==> src/rtl/riscv_run_monitor.sv <==
// riscv_run_monitor: supervises one processor test run. It counts RUN cycles and
// detects halt (stalled PC or a jal-to-self). It decodes pass/fail from a store to
// the tohost address and enforces a timeout. Every other data-memory store is
// buffered in a first-word-fall-through trace FIFO that is drained with tr_rd_i.
// rset_i is asynchronous and active-low.
module riscv_run_monitor #(
  parameter int unsigned          XLEN        = 32,
  parameter int unsigned          PC_W        = 32,
  parameter int unsigned          MADDR_W     = 8,
  parameter int unsigned          FIFO_DEPTH  = 16,
  parameter int unsigned          HALT_CNT    = 4,
  parameter int unsigned          TIMEOUT     = 100000,
  parameter logic [MADDR_W-1:0]   TOHOST_ADDR = 8'hFC,
  localparam int unsigned         AW          = $clog2(FIFO_DEPTH)
) (
  input  logic               clk_i,
  input  logic               rset_i,      // active-low, asynchronous
  input  logic               start_i,
  input  logic [PC_W-1:0]    pc_i,
  input  logic [31:0]        ins_i,
  input  logic               dm_we_i,
  input  logic [MADDR_W-1:0] mem_addr_i,
  input  logic [XLEN-1:0]    mem_wdata_i,
  input  logic               tr_rd_i,
  output logic               tr_valid_o,
  output logic [MADDR_W-1:0] tr_addr_o,
  output logic [XLEN-1:0]    tr_data_o,
  output logic [AW:0]        tr_cnt_o,
  output logic               tr_ovf_o,
  output logic [31:0]        cycles_o,
  output logic [2:0]         state_o,
  output logic               done_o
);

  typedef enum logic [2:0] {
    ST_IDLE = 3'd0,
    ST_RUN  = 3'd1,
    ST_HALT = 3'd2,
    ST_PASS = 3'd3,
    ST_FAIL = 3'd4,
    ST_TOUT = 3'd5
  } state_t;

  localparam int unsigned SW       = $clog2(HALT_CNT + 1);
  localparam logic [31:0] JAL_SELF = 32'h0000_006F;

  state_t              state_q, state_d;
  logic [31:0]         cycles_q, cycles_d;
  logic [PC_W-1:0]     pc_q, pc_d;
  logic [SW-1:0]       stall_q, stall_d;
  logic [AW-1:0]       wr_q, wr_d, rd_q, rd_d;
  logic [AW:0]         cnt_q, cnt_d;
  logic                ovf_q, ovf_d;

  logic [MADDR_W-1:0]  fifo_addr_q [FIFO_DEPTH];
  logic [XLEN-1:0]     fifo_data_q [FIFO_DEPTH];

  logic                push;
  logic                push_ok;
  logic                pop;
  logic                full;
  logic                tohost;
  logic                halt;
  logic                tout;

  // Next-state: run control, halt/timeout/tohost decode and FIFO bookkeeping.
  always_comb begin
    state_d  = state_q;
    cycles_d = cycles_q;
    pc_d     = pc_q;
    stall_d  = stall_q;
    wr_d     = wr_q;
    rd_d     = rd_q;
    cnt_d    = cnt_q;
    ovf_d    = ovf_q;
    push     = 1'b0;
    push_ok  = 1'b0;
    tohost   = 1'b0;
    halt     = 1'b0;
    tout     = 1'b0;
    full     = (cnt_q == (AW + 1)'(FIFO_DEPTH));
    pop      = tr_rd_i && (cnt_q != '0);

    if (start_i) begin
      // A start pulse restarts the run from a clean slate, whatever the state.
      state_d  = ST_RUN;
      cycles_d = '0;
      pc_d     = pc_i;
      stall_d  = '0;
      wr_d     = '0;
      rd_d     = '0;
      cnt_d    = '0;
      ovf_d    = 1'b0;
    end else begin
      if (state_q == ST_RUN) begin
        // Saturate rather than wrap; the timeout normally ends the run first.
        cycles_d = (cycles_q == 32'hFFFF_FFFF) ? cycles_q : cycles_q + 32'd1;
        pc_d     = pc_i;
        stall_d  = (pc_i == pc_q) ? stall_q + SW'(1) : '0;

        tohost = dm_we_i && (mem_addr_i == TOHOST_ADDR);
        halt   = ((pc_i == pc_q) && (stall_q == SW'(HALT_CNT - 1))) ||
                 (ins_i == JAL_SELF);
        tout   = (cycles_q == 32'(TIMEOUT - 1));

        // Exit priority: tohost store, then halt, then timeout.
        if (tohost)
          state_d = (mem_wdata_i == XLEN'(1)) ? ST_PASS : ST_FAIL;
        else if (halt)
          state_d = ST_HALT;
        else if (tout)
          state_d = ST_TOUT;

        push = dm_we_i && !tohost;
      end

      // A pop in the same cycle frees the slot, so a full FIFO can still accept.
      push_ok = push && (!full || pop);
      if (push && full && !pop)
        ovf_d = 1'b1;

      if (push_ok) wr_d = wr_q + AW'(1);
      if (pop)     rd_d = rd_q + AW'(1);

      case ({push_ok, pop})
        2'b10:   cnt_d = cnt_q + (AW + 1)'(1);
        2'b01:   cnt_d = cnt_q - (AW + 1)'(1);
        default: cnt_d = cnt_q;
      endcase
    end
  end

  // State and control registers with asynchronous active-low reset.
  always_ff @(posedge clk_i or negedge rset_i) begin
    if (!rset_i) begin
      state_q  <= ST_IDLE;
      cycles_q <= '0;
      pc_q     <= '0;
      stall_q  <= '0;
      wr_q     <= '0;
      rd_q     <= '0;
      cnt_q    <= '0;
      ovf_q    <= 1'b0;
    end else begin
      state_q  <= state_d;
      cycles_q <= cycles_d;
      pc_q     <= pc_d;
      stall_q  <= stall_d;
      wr_q     <= wr_d;
      rd_q     <= rd_d;
      cnt_q    <= cnt_d;
      ovf_q    <= ovf_d;
    end
  end

  // Trace storage; contents need no reset because occupancy gates visibility.
  always_ff @(posedge clk_i) begin
    if (push_ok) begin
      fifo_addr_q[wr_q] <= mem_addr_i;
      fifo_data_q[wr_q] <= mem_wdata_i;
    end
  end

  // Head is shown combinationally (fall-through) and forced to zero when empty.
  always_comb begin
    tr_valid_o = (cnt_q != '0);
    tr_addr_o  = tr_valid_o ? fifo_addr_q[rd_q] : '0;
    tr_data_o  = tr_valid_o ? fifo_data_q[rd_q] : '0;
  end

  assign tr_cnt_o = cnt_q;
  assign tr_ovf_o = ovf_q;
  assign cycles_o = cycles_q;
  assign state_o  = state_q;
  assign done_o   = (state_q == ST_HALT) || (state_q == ST_PASS) ||
                    (state_q == ST_FAIL) || (state_q == ST_TOUT);

endmodule
==> config.mk <==
export PLATFORM = sky130hd
export DESIGN_NAME = riscv_run_monitor
export DESIGN_NICKNAME = d
export VERILOG_FILES = /design/src/rtl/riscv_run_monitor.sv
export SDC_FILE = /design/constraint.sdc
export NUM_CORES = 1
export LEC_CHECK = 0
export ABC_AREA = 1
export BUFFER_PORTS_ARGS = -buffer_cell sky130_fd_sc_hd__buf_2
export CAP_MARGIN = 15
export CORE_MARGIN = 1.5
export CORE_UTILIZATION = 45
export DETAILED_ROUTE_END_ITERATION = 12
export PLACE_DENSITY = 0.69
export RECOVER_POWER = 100
export SLEW_MARGIN = 15
export SYNTH_ARGS = -nofsm -noshare
export SYNTH_HDL_FRONTEND = slang
export SYNTH_SLANG_ARGS = --single-unit
==> constraint.sdc <==
create_clock -name clk_i -period 3.1 [get_ports clk_i]
set_input_delay 0.62 -clock clk_i [delete_from_list [all_inputs] [get_ports clk_i]]
set_output_delay 0.62 -clock clk_i [all_outputs]
set_load 0.005 [all_outputs]
======== After elaboration in Yosys (flattened, before gate mapping) ========
Memories as Yosys holds them, arrays and structs flattened.
Cells that the tools add are included.
storage, ports and cells
  register bits after elaboration ......... 84
  RAM bits ................................ 640
  input port bits ......................... 109
  output and inout port bits .............. 83
  logic and storage cells ................. 85
  memories ................................ 2
memory list
  memory       words  bits a word  read ports  clocked after memory_dff  write ports  RTL line  source
  fifo_data_q  16     32           1           0                         1            56        logic [XLEN-1:0] fifo_data_q [FIFO_DEPTH];
  fifo_addr_q  16     8            1           0                         1            55        logic [MADDR_W-1:0] fifo_addr_q [FIFO_DEPTH];
cells by class
  add/sub/neg operators ................... 6
  equality and inequality tests ........... 16
  mux-type cells .......................... 29
  reductions and logical operators ........ 24
operators by type and width
  operator                 count
  $mux W32                 6
  $add A32 B1 Y32 const B  1
  $eq A32 B1 Y1 const B    1
  $eq A32 B17 Y1 const B   1
  $eq A32 B32 Y1           1
  $eq A32 B32 Y1 const B   1
  $eq A32 B7 Y1 const B    1
  $mux W3                  9
  $mux W4                  4
  $pmux W5 S2              1
  $eq A3 B2 Y1 const B     3
  $add A4 B1 Y4 const B    2
  $eq A8 B8 Y1 const B     1
  $mux W8                  1
  $reduce_bool A2 Y1       4
  $logic_and A1 B1 Y1      7
  $mux W1                  7
  $eq A3 B3 Y1 const B     2
  $add A5 B1 Y5 const B    1
  $eq A5 B5 Y1 const B     1
  $logic_or A1 B1 Y1       5
  $mux W5                  1
  $reduce_bool A5 Y1       1
  $sub A5 B1 Y5 const B    1
  9 further kinds          12

======== Logic depth before layout (Yosys ltp) ========
  depth in word-level cells ............... 10
  depth in mapped cells ................... 14
  depth with buffers taken out ............ 14

======== Least setup slack after synthesis ========
No wires, ideal clock.
  path kind ............................... in2reg
  start point ............................. input port mem_addr_i[5]
  end point ............................... memory fifo_addr_q[0][0] (enable)
  library setup time ...................... 437 ps
  arrival ................................. 3057 ps
  data required time ...................... 2663 ps
  setup slack ............................. -394 ps
  stages on the path ...................... 9
  path buffers ............................ 0
  cell sequence ........................... nand2_1 nor2_1 nand2_1 nand3_1 nor2_1 nand2_1 inv_1 nand2_1 nor2_1
between the ends
  longest elaborated chain between the ends .. 10
RTL lines
  what                           RTL line  source
  start, declared                22        input logic [MADDR_W-1:0] mem_addr_i,
  $eq A8 B8 Y1                   101       tohost = dm_we_i && (mem_addr_i == TOHOST_ADDR);
  $logic_and A1 B1 Y1            101
  $logic_not A1 Y1               114       push = dm_we_i && !tohost;
  $logic_and A1 B1 Y1            114
  $mux W1                        95        if (state_q == ST_RUN) begin
  $mux W1                        84        if (start_i) begin
  $logic_and A1 B1 Y1            118       push_ok = push && (!full || pop);
  $mux W1                        84
  $mux W1                        158       if (push_ok) begin
  $mux W1 (not written as such)  159       fifo_addr_q[wr_q] <= mem_addr_i;
  end, declared                  55
No other way between the ends. The select of a mux whose other input is x is not followed.

======== Worst setup path in the final report ========
  start point ............................. register rd_q[1]
  end point ............................... output port tr_data_o[14]
between the ends
  longest elaborated chain between the ends .. 2
RTL lines
  what                    RTL line  source
  start, declared         51        logic [AW-1:0] wr_q, wr_d, rd_q, rd_d;
  start signal, assigned  150       rd_q <= rd_d;
  $mem_v2 Z16 W32         --
  $mux W32                168       tr_data_o = tr_valid_o ? fifo_data_q[rd_q] : '0;
  end, declared           27        output logic [XLEN-1:0] tr_data_o,
No other way between the ends.

==> results.md <==
- Max Slew Vio Count: 91
- Pint: between 15 and 20 mW
- Clock root buffer: clkbuf_16
- Lkg Pwr: 12.9 nW
- Final period util: 1.02
- Clk_lat worst skew: 0.60 ns
- Status: complete, but fails checks
- Worst-path clk slew: 0.06 ns
- Synth Register Bits: 724
- Setup crit end kind: primary output
- Required time worst endpoint: between 2 and 2.5 ns
- Crit Path Class: reg -> out
- Top-Level Pins: between 150 and 200
- Number of vias per cell: 5.90
- Grt ovf: 0
- Worst R2R Setup Slack: 0.49 ns
- Setup Viol. Count Final: 12
- Max_cap viols: 2
- Switching Power: 8.07 mW
- DPL Wire Length: around 48000 um
- Die area: ~69000 sq um
- Setup WS post-layout: -0.0478 ns
- Vias in the first global route: 21.3k
- Most common cell after layout, fill and taps aside: edfxtp_1
- Via count: 21.8k
- Arrival @ worst endpoint: 2.53 ns
- Initial cell density of the core: 0.456
- FF-to-FF End: pc_q[9]$_DFFE_PN0P_
- RR Startpoint: state_o[2]$_DFFE_PN0P_
- Fraction of the yosys area taken by sequential cells: 0.707
- Asr flop ratio synth: 0.116
- Pwr Total: 26.6 mW
- Cell breakdown of the critical path: clkinv_8 -> buf_16 -> o21ai_0 -> o22ai_1 -> nor2_1 -> nor2_1 -> o21ai_0 -> a21oi_1 -> buf_2
- PortBufs: 191
- F_max: 0.318 GHz
- Area growth syn-to-layout: 21.5%
- Pwr dens: 727 nW/um^2
- Average size of a mapped cell: roughly 12 sq um
- Clock Power Share: 0.319
- Failing checks: max-capacitance violations, max-slew violations, negative setup slack
- Hold_buf cts: 0
- CTS Buffer Depth: 3
- Worst Skew: 0.0145 ns
- Syn_nets: ~2.6k
- Synth cell types: 42
- Core area: approximately 66000 sq um
- Reg power frac: 0.416
- Max IR drop VDD: 0.000449 V
- Detailed-route wire length per cell: 23.2 um
- Fin. Hold Viols: 0
- Clk sinks: 724
- Fin crit period: ~3.1 ns
- Initial antenna violation count: 8
- Number of synthesized flops with an enable pin: 640
- CP max FO: 27
- Largest net degree at the start of global routing: 82
- Hold/Removal Path Class: in -> async
- Sw frac: 0.303
- Post-detailed-route count of antenna-violating nets: 0
- DRC viols: 0
- CTS Buf Count: 73
- Final Instance Count excl. Fillers: 3700
- Layout cells sized above 1: 0.182
- YS warnings: 0
- # diodes: 0
- Mapped Area: 30200 sq um
- Rows: 94
- Comb power frac: 0.265
- Die W: approximately 260 um
- Placed Cells: 3504
- Initial DRC count: 2549
- Nets: roughly 2.9k
- Worst path max stage delay: 0.58 ns
- DRT Wirelength: 85700 um
- Crit path max-delay cell type: dfrtp_4
- Slew HR: -0.419
- First-pass GRT wire length: 126000 um
- Primary FF master, synth: edfxtp_1
- Worst R2R Path Depth: 6
- Syn Inst Count: 2516
- Layout Utilization: 0.554
- Htree depth: 3
- TritonCTS clock tree: yes
- Total track usage: 0.243
- Most frequent cells in the layout: edfxtp_1, nor2_1, o21ai_0, nand2_1, buf_2
- Worst setup SP type: flip-flop
- RSZ-0062 raised after global routing: yes
- Gpl congestion: 0.909
- Slew @ Worst Pin: 2.13 ns
- Drt pass-1 iters: 6
- Die H: 262 um
## layer usage
metal	wire length, um	vias to the layer above	share of wire	track usage
met1	33800	10690	0.39	0.325
met2	41100	1218	0.48	0.397
met4	2360	14	0.028	0.0746
met5	91	-	0.0011	0
met3	8310	187	0.097	0.0536
li1	-	9728	-	-
## cell type report
cell class,count,area [sq um]
well taps,864,1080
clock inverters,36,334
repair buffers,336,3300
inverters,90,369
fillers,5317,29500
flip-flops and latches,724,21300
clock buffers,95,1940
multi-input cells,1552,8230
repair inverters,3,43.8
## logic make-up (layout without fill, tap and decap cells)
kind of cell / count (synthesis) / in the layout / synth area share
flip-flops: 724 / 724 / 0.707
AO/OA/AOI/OAI: 612 / 612 / 0.121
AND/OR/NAND/NOR: 893 / 893 / 0.122
XOR/XNOR: 34 / 34 / 0.00987
buffers and inverters: 240 / 560 / 0.0345
adder cells (fa/ha/maj): 13 / 13 / 0.00564
## what timing repair did
action,4_1_cts,5_1_grt
gates cloned,20,16
setup buffers,15,18
setup endpoints to repair,40,40
pin swaps,22,55
gates resized for setup,105,76
## how the worst max path moves through the flow
stage	slack [ns]	end	cells past startpoint	startpoint
5_1_grt	-0.12	tr_data_o[1]	10	rd_q[0]$_DFFE_PN0P_
4_1_cts	-0.05	tr_addr_o[2]	8	rd_q[0]$_DFFE_PN0P_
2_1_floorplan	-0.39	fifo_addr_q[0][0]$_DFFE_PP_	9	mem_addr_i[5]
3_3_place_gp	0.33	fifo_data_q[2][24]$_DFFE_PP_	11	mem_addr_i[3]
6_report	-0.05	tr_data_o[14]	9	rd_q[1]$_DFFE_PN0P_
3_5_place_dp	0.22	fifo_data_q[2][27]$_DFFE_PP_	10	mem_addr_i[1]
## cell usage after synthesis (2+ instances only)
| master | number | area (sq um) |
|---|---|---|
| inv_4 | 2 | 12.5 |
| dfrtp_1 | 84 | 2100 |
| nor4_1 | 16 | 100 |
| nor2_1 | 442 | 1660 |
| buf_1 | 8 | 30.0 |
| o21ai_1 | 4 | 20.0 |
| or2_2 | 7 | 43.8 |
| nand2_2 | 3 | 18.8 |
| inv_1 | 84 | 315 |
| buf_2 | 33 | 165 |
| nand3b_1 | 4 | 30.0 |
| nand2_1 | 275 | 1030 |
| nor2_2 | 2 | 12.5 |
| o21a_1 | 2 | 15.0 |
| xnor2_1 | 20 | 175 |
| o22ai_1 | 40 | 250 |
| xor2_1 | 14 | 123 |
| edfxtp_1 | 640 | 19200 |
| clkbuf_1 | 88 | 330 |
| o21ai_0 | 377 | 1890 |
| buf_6 | 4 | 45.0 |
| inv_2 | 3 | 11.3 |
| o221ai_1 | 124 | 1090 |
| o21ai_2 | 13 | 114 |
| a21oi_1 | 51 | 255 |
| nand3_1 | 104 | 521 |
| nor3_2 | 3 | 30.0 |
| buf_4 | 16 | 120 |
| ha_1 | 12 | 150 |
| nor3_1 | 15 | 75.1 |
| nand4_1 | 15 | 93.8 |
## sequential cells by signal (all words and copies together), names as in the netlist
signal / count
fifo_addr_q: 128
tr_ovf_o: 1
tr_cnt_o: 5
rd_q: 4
state_o: 3
cycles_o: 32
fifo_data_q: 512
pc_q: 32
stall_q: 3
wr_q: 4
## stage by stage
stage                     instance area (sq um)  worst slack [ns]  setup TNS [ns]  hold slack [ns]
after floorplan                           30200            -0.394         -189.12            0.324
after global placement                    32800             0.335               0            0.471
after detailed placement                  32800             0.216               0            0.478
after CTS                                 36100           -0.0486          -0.648           0.0580
after global routing                      36600            -0.118           -2.94           0.0553
final                                     36600           -0.0478          -0.213           0.0327
## critical path: cells and delay by family (launching register included)
family	cells	cell delay, ns
flip-flops	1	0.58
AO/OA/AOI/OAI	4	0.58
buffers and inverters	3	0.49
AND/OR/NAND/NOR	2	0.25
## power by group through the flow
stage          clock network (mW)  logic [mW]  registers, mW
2_1_floorplan                   0        3.08           11.2
3_3_place_gp                    0        5.01           11.3
3_5_place_dp                    0        5.12           11.3
4_1_cts                      8.59        6.33           11.1
5_1_grt                      8.98        7.55           11.1
6_report                     8.49        7.05           11.1
Power figures use the tool's default switching activity.
